==> config.mk <==
export PLATFORM = sky130hd
export DESIGN_NAME = mem_responder_flat
export DESIGN_NICKNAME = d
export VERILOG_FILES = /design/src/rtl/mem_responder_pkg.sv /design/src/rtl/mem_responder_if.sv /design/src/rtl/mem_responder_mem_array.sv /design/src/rtl/mem_responder.sv /design/src/flat_wrapper.sv
export SDC_FILE = /design/constraint.sdc
export NUM_CORES = 2
export LEC_CHECK = 0
export ABC_AREA = 1
export CAP_MARGIN = 0
export CORE_MARGIN = 8
export CORE_UTILIZATION = 47
export CTS_CLUSTER_DIAMETER = 100
export CTS_CLUSTER_SIZE = 24
export DETAILED_ROUTE_END_ITERATION = 16
export GPL_ROUTABILITY_DRIVEN = 0
export PLACE_DENSITY = 0.69
export SYNTH_ARGS = -nofsm -noshare
export SYNTH_HDL_FRONTEND = slang
export SYNTH_HIERARCHICAL = 1
export SYNTH_SLANG_ARGS = --single-unit
==> constraint.sdc <==
create_clock -name clk -period 5.65 [get_ports clk]
set_clock_uncertainty 0.15 [all_clocks]
set_input_delay 1.4125 -clock clk [delete_from_list [all_inputs] [get_ports clk]]
set_output_delay 1.4125 -clock clk [all_outputs]
set_load 0.01 [all_outputs]
==> src/rtl/mem_responder_pkg.sv <==
// Shared definitions for the memory responder: FSM state encoding,
// read/write strobe values and a width helper.
// Optional feature macro: MEM_RESPONDER_ERR_EN (out-of-range error reporting).
package mem_pkg;

    typedef enum logic [1:0] {
        IDLE   = 2'd0,
        ACCESS = 2'd1,
        RESP   = 2'd2
    } state_t;

    localparam logic RW_READ  = 1'b1;
    localparam logic RW_WRITE = 1'b0;

    // Bits needed to hold values 0..n-1, never less than one bit.
    function automatic int idx_width(input int n);
        return (n <= 2) ? 1 : $clog2(n);
    endfunction

endpackage

==> src/rtl/mem_responder_if.sv <==
// Handshake bus between an initiator (fetch/execute FSMs with MAR/MDR)
// and the memory responder.
// Optional feature macro: MEM_RESPONDER_ERR_EN adds the err signal.
interface mem_responder_if #(
    parameter int ADDR_W = 8,
    parameter int DATA_W = 16
);
    logic              memEN;
    logic              RW;
    logic [ADDR_W-1:0] addr;
    logic [DATA_W-1:0] wdata;
    logic [DATA_W-1:0] rdata;
    logic              MFC;
    logic              busy;
`ifdef MEM_RESPONDER_ERR_EN
    logic              err;

    modport master (output memEN, RW, addr, wdata, input rdata, MFC, busy, err);
    modport slave  (input memEN, RW, addr, wdata, output rdata, MFC, busy, err);
`else
    modport master (output memEN, RW, addr, wdata, input rdata, MFC, busy);
    modport slave  (input memEN, RW, addr, wdata, output rdata, MFC, busy);
`endif
endinterface

==> src/rtl/mem_responder_mem_array.sv <==
// Single-port synchronous word RAM with a registered read port.
// Contents are never reset; only the read register is.
// Optional feature macro: MEM_RESPONDER_ERR_EN (drives rzero from the top).
module mem_array #(
    parameter int DEPTH  = 256,
    parameter int DATA_W = 16,
    parameter int IDX_W  = 8
) (
    input  logic              clk,
    input  logic              rst,
    input  logic              we,
    input  logic              re,
    input  logic              rzero,
    input  logic [IDX_W-1:0]  addr,
    input  logic [DATA_W-1:0] wdata,
    output logic [DATA_W-1:0] rdata
);

    logic [DATA_W-1:0] mem [DEPTH];

    // Array write port; contents survive reset.
    always_ff @(posedge clk) begin
        if (we) begin
            mem[addr] <= wdata;
        end
    end

    // Read register: changes only on a completed read (or a suppressed one).
    always_ff @(posedge clk) begin
        if (rst) begin
            rdata <= '0;
        end else if (rzero) begin
            rdata <= '0;
        end else if (re) begin
            rdata <= mem[addr];
        end
    end

endmodule

==> src/rtl/mem_responder.sv <==
// Memory-side responder for the memEN/RW/MFC handshake. Captures the
// request on memEN, waits WAIT_CYCLES, performs the access, then holds MFC
// until the initiator releases memEN.
// Optional feature macro: MEM_RESPONDER_ERR_EN -- addresses >= DEPTH are
// suppressed and flagged on err instead of wrapping modulo DEPTH.
module mem_responder
    import mem_pkg::*;
#(
    parameter int ADDR_W      = 8,
    parameter int DATA_W      = 16,
    parameter int DEPTH       = 256,
    parameter int WAIT_CYCLES = 2
) (
    input  logic            clk,
    input  logic            rst,
    mem_responder_if.slave  bus
);

    localparam int IDX_W = idx_width(DEPTH);
    localparam int CNT_W = idx_width(WAIT_CYCLES + 1);

    state_t              state;
    state_t              state_nxt;
    logic [CNT_W-1:0]    cnt;
    logic [ADDR_W-1:0]   addr_q;
    logic [DATA_W-1:0]   wdata_q;
    logic                rw_q;
    logic [IDX_W-1:0]    idx;
    logic                fire;
    logic                we;
    logic                re;
    logic                rzero;
    logic [DATA_W-1:0]   rdata;
    logic                capture;

    assign capture = (state == IDLE) && bus.memEN;

    // Access happens on the edge where the wait counter has drained; a
    // reset on that same edge aborts it.
    assign fire = (state == ACCESS) && (cnt == '0) && !rst;

    // Word index wraps modulo DEPTH (a plain slice when DEPTH is a power of two).
    assign idx = IDX_W'(32'(addr_q) % 32'(DEPTH));

`ifdef MEM_RESPONDER_ERR_EN
    logic oob_q;

    // Out-of-range flag captured with the request.
    always_ff @(posedge clk) begin
        if (capture) begin
            oob_q <= (32'(bus.addr) >= 32'(DEPTH));
        end
    end

    assign we    = fire && (rw_q == RW_WRITE) && !oob_q;
    assign re    = fire && (rw_q == RW_READ)  && !oob_q;
    assign rzero = fire && (rw_q == RW_READ)  && oob_q;
`else
    assign we    = fire && (rw_q == RW_WRITE);
    assign re    = fire && (rw_q == RW_READ);
    assign rzero = 1'b0;
`endif

    // State register.
    always_ff @(posedge clk) begin
        if (rst) begin
            state <= IDLE;
        end else begin
            state <= state_nxt;
        end
    end

    // Next-state logic.
    always_comb begin
        state_nxt = state;
        case (state)
            IDLE:    if (bus.memEN)  state_nxt = ACCESS;
            ACCESS:  if (cnt == '0)  state_nxt = RESP;
            RESP:    if (!bus.memEN) state_nxt = IDLE;
            default:                 state_nxt = IDLE;
        endcase
    end

    // Wait counter: loaded at capture, drained during ACCESS.
    always_ff @(posedge clk) begin
        if (rst) begin
            cnt <= '0;
        end else if (capture) begin
            cnt <= CNT_W'(WAIT_CYCLES);
        end else if ((state == ACCESS) && (cnt != '0)) begin
            cnt <= cnt - CNT_W'(1);
        end
    end

    // Request capture; later changes on addr/wdata/RW are ignored.
    always_ff @(posedge clk) begin
        if (capture) begin
            addr_q  <= bus.addr;
            wdata_q <= bus.wdata;
            rw_q    <= bus.RW;
        end
    end

    // Moore outputs decoded from the state register.
    always_comb begin
        bus.MFC  = (state == RESP);
        bus.busy = (state != IDLE);
`ifdef MEM_RESPONDER_ERR_EN
        bus.err  = (state == RESP) && oob_q;
`endif
    end

    assign bus.rdata = rdata;

    mem_array #(
        .DEPTH  (DEPTH),
        .DATA_W (DATA_W),
        .IDX_W  (IDX_W)
    ) u_array (
        .clk   (clk),
        .rst   (rst),
        .we    (we),
        .re    (re),
        .rzero (rzero),
        .addr  (idx),
        .wdata (wdata_q),
        .rdata (rdata)
    );

endmodule

==> src/flat_wrapper.sv <==
// flat-port wrapper written by rule: the top's interface ports become plain ports
module mem_responder_flat import mem_pkg::*;
#(
    parameter int ADDR_W      = 8,
    parameter int DATA_W      = 16,
    parameter int DEPTH       = 256,
    parameter int WAIT_CYCLES = 2
)
  (clk, rst, bus_memEN, bus_RW, bus_addr, bus_wdata, bus_rdata, bus_MFC, bus_busy);
  mem_responder_if #(.ADDR_W(ADDR_W), .DATA_W(DATA_W)) bus_i ();
  input  logic clk;
  input  logic rst;
  input wire logic [$bits(bus_i.memEN)-1:0] bus_memEN;
  input wire logic [$bits(bus_i.RW)-1:0] bus_RW;
  input wire logic [$bits(bus_i.addr)-1:0] bus_addr;
  input wire logic [$bits(bus_i.wdata)-1:0] bus_wdata;
  output wire logic [$bits(bus_i.rdata)-1:0] bus_rdata;
  output wire logic [$bits(bus_i.MFC)-1:0] bus_MFC;
  output wire logic [$bits(bus_i.busy)-1:0] bus_busy;
  assign bus_i.memEN = bus_memEN;
  assign bus_i.RW = bus_RW;
  assign bus_i.addr = bus_addr;
  assign bus_i.wdata = bus_wdata;
  assign bus_rdata = bus_i.rdata;
  assign bus_MFC = bus_i.MFC;
  assign bus_busy = bus_i.busy;
  mem_responder #(.ADDR_W(ADDR_W), .DATA_W(DATA_W), .DEPTH(DEPTH), .WAIT_CYCLES(WAIT_CYCLES)) u_core (.clk(clk), .rst(rst), .bus(bus_i));
endmodule
==> results by group <==
Logic synthesis
  – Synth Area per Inst: about 11 sq um
  – Post-synthesis simple-gate area fraction: between 20% and 30%
  – Most area-consuming cells after synthesis: edfxtp_1 (74%), nand2_1 (17%), nand3_1 (2.3%)
  – Yosys top cell area share: 74.2%
  – Adder-Cell Fraction of Synth Area: less than 1%
  – Area leader, netlist: edfxtp_1
  – Synthesized cell area: between 0.15 and 0.2 sq mm
  – Mapped Cells: 14.8k
  – Net Count, Synth: 14.8k
  – Synth unique cells: 20
  – Compound-Gate Fraction of Synth Area: less than 1%
  – Yosys warnings: 6
  – Register area share after synthesis: 74.4%
  – Xor/xnor share of the synthesized area: 0%
  – Yosys reg bits: 4141
  – Largest family of logic cells by synthesized area: simple AND/OR/NAND/NOR gates
  – Mux contribution to synthesized area: 0%

Pwr
  – Leak: 0.0665 uW
  – Total power draw: between 50000 and 60000 uW
  – Worst IR Drop VDD: ~0.00023 V
  – Cell area power density: 306 mW/mm^2

STA
  – RSZ-0062 raised after global routing: false
  – Ratio of final minimum period to clock period: 79.9%
  – Worst slew margin: a little under a tenth
  – Count of final setup violators: 0
  – Max Clk Rate: 221 MHz
  – Setup TNS: 0 ns
  – Worst Tran Pin Value: approximately 1.4 ns
  – Final Worst Setup Slack: between 1 and 1.5 ns
  – Final Hold Fails: 0
  – Min Clock Period, post-route: approximately 4.5 ns
  – Slew Viols, Final: 0

Worst setup path
  – Worst Path Required: 6.11 ns
  – Crit path kind: reg2reg
  – CP Max Fanout: 76
  – Critical path launch point type: register
  – Crit path arrival time: approximately 5.0 ns
  – Worst reg-to-reg setup slack: 1.13 ns
  – Critical Path End Type: register

Layout
  – Commonest cells after routing, fill and taps aside: nand2_1 (7489), edfxtp_1 (4121), nor2_1 (893)
  – Area grow syn2layout: 7.64%
  – Layout cells sized above 1: under 10%
  – Fill count: a little over 30k
  – Most common cell after layout, fill and taps aside: nand2_1
  – Final net count: 14.7k

Clock tree
  – Reg clk slew, reported paths: about 0.090 ns
  – Post-cts sizing count: 0
  – Clock sink count: between 4k and 5k
  – Hold buffers post-CTS: 0
  – CTS buffer count: 196
  – CTS HTree Levels: 4
  – CTS tree: built
  – CTS max path bufs: 4
  – Clock root buffer: clkbuf_16
  – Post-CTS setup buffers: 0
  – Worst skew pair latency: roughly 0.93 ns

Floorplan
  – Num ports: 46
  – Starting Density: between 40% and 50%
  – Die Ht: 612 um
  – Row cnt: between 200 and 250
  – Core footprint: approximately 0.35 sq mm
  – Total Die Area: between 0.3 and 0.4 sq mm
  – Die width: between 600 and 700 um

GRT
  – Vias in the first global route: approximately 100k
  – GRT Resource Usage Total: between 20% and 30%
  – Grt ovf: 0
  – Initial antenna violation count: 18
  – First-pass GRT wire length: just over 700 mm
  – Largest net degree at the start of global routing: between 200 and 250

Outcome
  – Status: complete, no violations

Run
  – Max-cap viol count: 0

Drt
  – Initial DRC count: 16.7k
  – Via/cell ratio: between 5 and 6
  – Number of nets still failing antenna checks after routing: 0
  – DR WL/cell: around 25 um
  – DR pass1 iterations: 8
  – Final Routed Wirelength: a little under 500 mm
  – DR DRC count: 0
  – Vias: about 110k

Place
  – HPWL Detailed: 283 mm
  – Buffers on Ports: 45
  – Dpl ws: a little over 0.9 ns

Hold path
  – Type of the tightest min-delay check: reg2reg
## cell families (layout without fill, tap and decap cells)
family / after synthesis / in the layout
DFF: 4141 / 4141
buffers and inverters: 860 / 825
other: 1 / 7
adders and majority gates: 1 / 1
and+or+nand+nor: 9497 / 9497
AOI/OAI and AO/OA: 308 / 308
## flip-flops by register name (all words and copies together) (netlist names)
name and cells:
u_core/cnt 2, u_core/rw_q 1, u_core/u_array/rdata 16, u_core/state 2, u_core/wdata_q 16, u_core/addr_q 8, u_core/u_array/mem 4096
## layer usage
layer  up-vias  wire (um)  track usage [%]
met1     53500     187000             35.8
met4        16      21700             9.85
met5         -        129                0
met3       944      59400             4.92
li1      49400          -                -
met2      6997     218000             38.6
## worst paths after layout
path,from,endpoint,depth (start not counted)
max reg2reg,u_core/addr_q[1],u_core/u_array/mem[22][10],7
max,u_core/addr_q[1],u_core/u_array/mem[22][10],7
min,u_core/cnt[0],u_core/cnt[0],2
min reg2reg,u_core/cnt[0],u_core/cnt[0],2
## power breakdown
group          switching (uW)  internal [uW]
logic                    4060           1040
clock network            9320           6520
registers                44.4          33900
total                   13400          41500
## critical path, stage by stage, from the launching register on
cell,delay [ns]
edfxtp_1,0.51
inv_8,0.27
nor2_4,1.08
inv_1,0.25
nor2_1,0.35
nand2_2,0.54
nor2_1,0.67
buf_4,0.30
## stage by stage
| stage | hold WS (ns) | instances | cell area [sq um] | utilization (%) |
|---|---|---|---|---|
| 2_1_floorplan | 0.291 | 14800 | 167000 | - |
| 3_3_place_gp | 0.304 | 19200 | 174000 | 49.4 |
| 3_5_place_dp | 0.308 | 19200 | 174000 | 49.4 |
| 4_1_cts | 0.320 | 19500 | 180000 | 50.9 |
| 5_1_grt | 0.346 | 19500 | 180000 | 50.9 |
| 6_report | 0.318 | 19500 | 180000 | 50.9 |
## synth_stat cells
master and instances:
inv_2 4, a21oi_1 138, nor2_4 3, buf_1 110
nor2_2 1, clkinv_1 3, nand3_1 760, inv_1 47
ha_1 1, conb_1 1, buf_2 343, clkbuf_1 337
o21ai_0 59, nor2_1 916, dfxtp_1 20, nand2_1 7507
nand4_1 310, o21ai_1 111, buf_4 16, edfxtp_1 4121
## final cells by class
class	instances	area [sq um]	share of cell area, %
Antenna cell	6	15.0	0.00836
Clock buffer	240	5130	2.86
Clock inverter	15	203	0.113
Inverter	54	225	0.125
Multi-Input combinational cell	9807	39100	21.8
Sequential cell	4141	124000	69.1
Tap cell	4730	5920	3.30
Timing Repair Buffer	516	4840	2.69
Power figures use the tool's default switching activity.
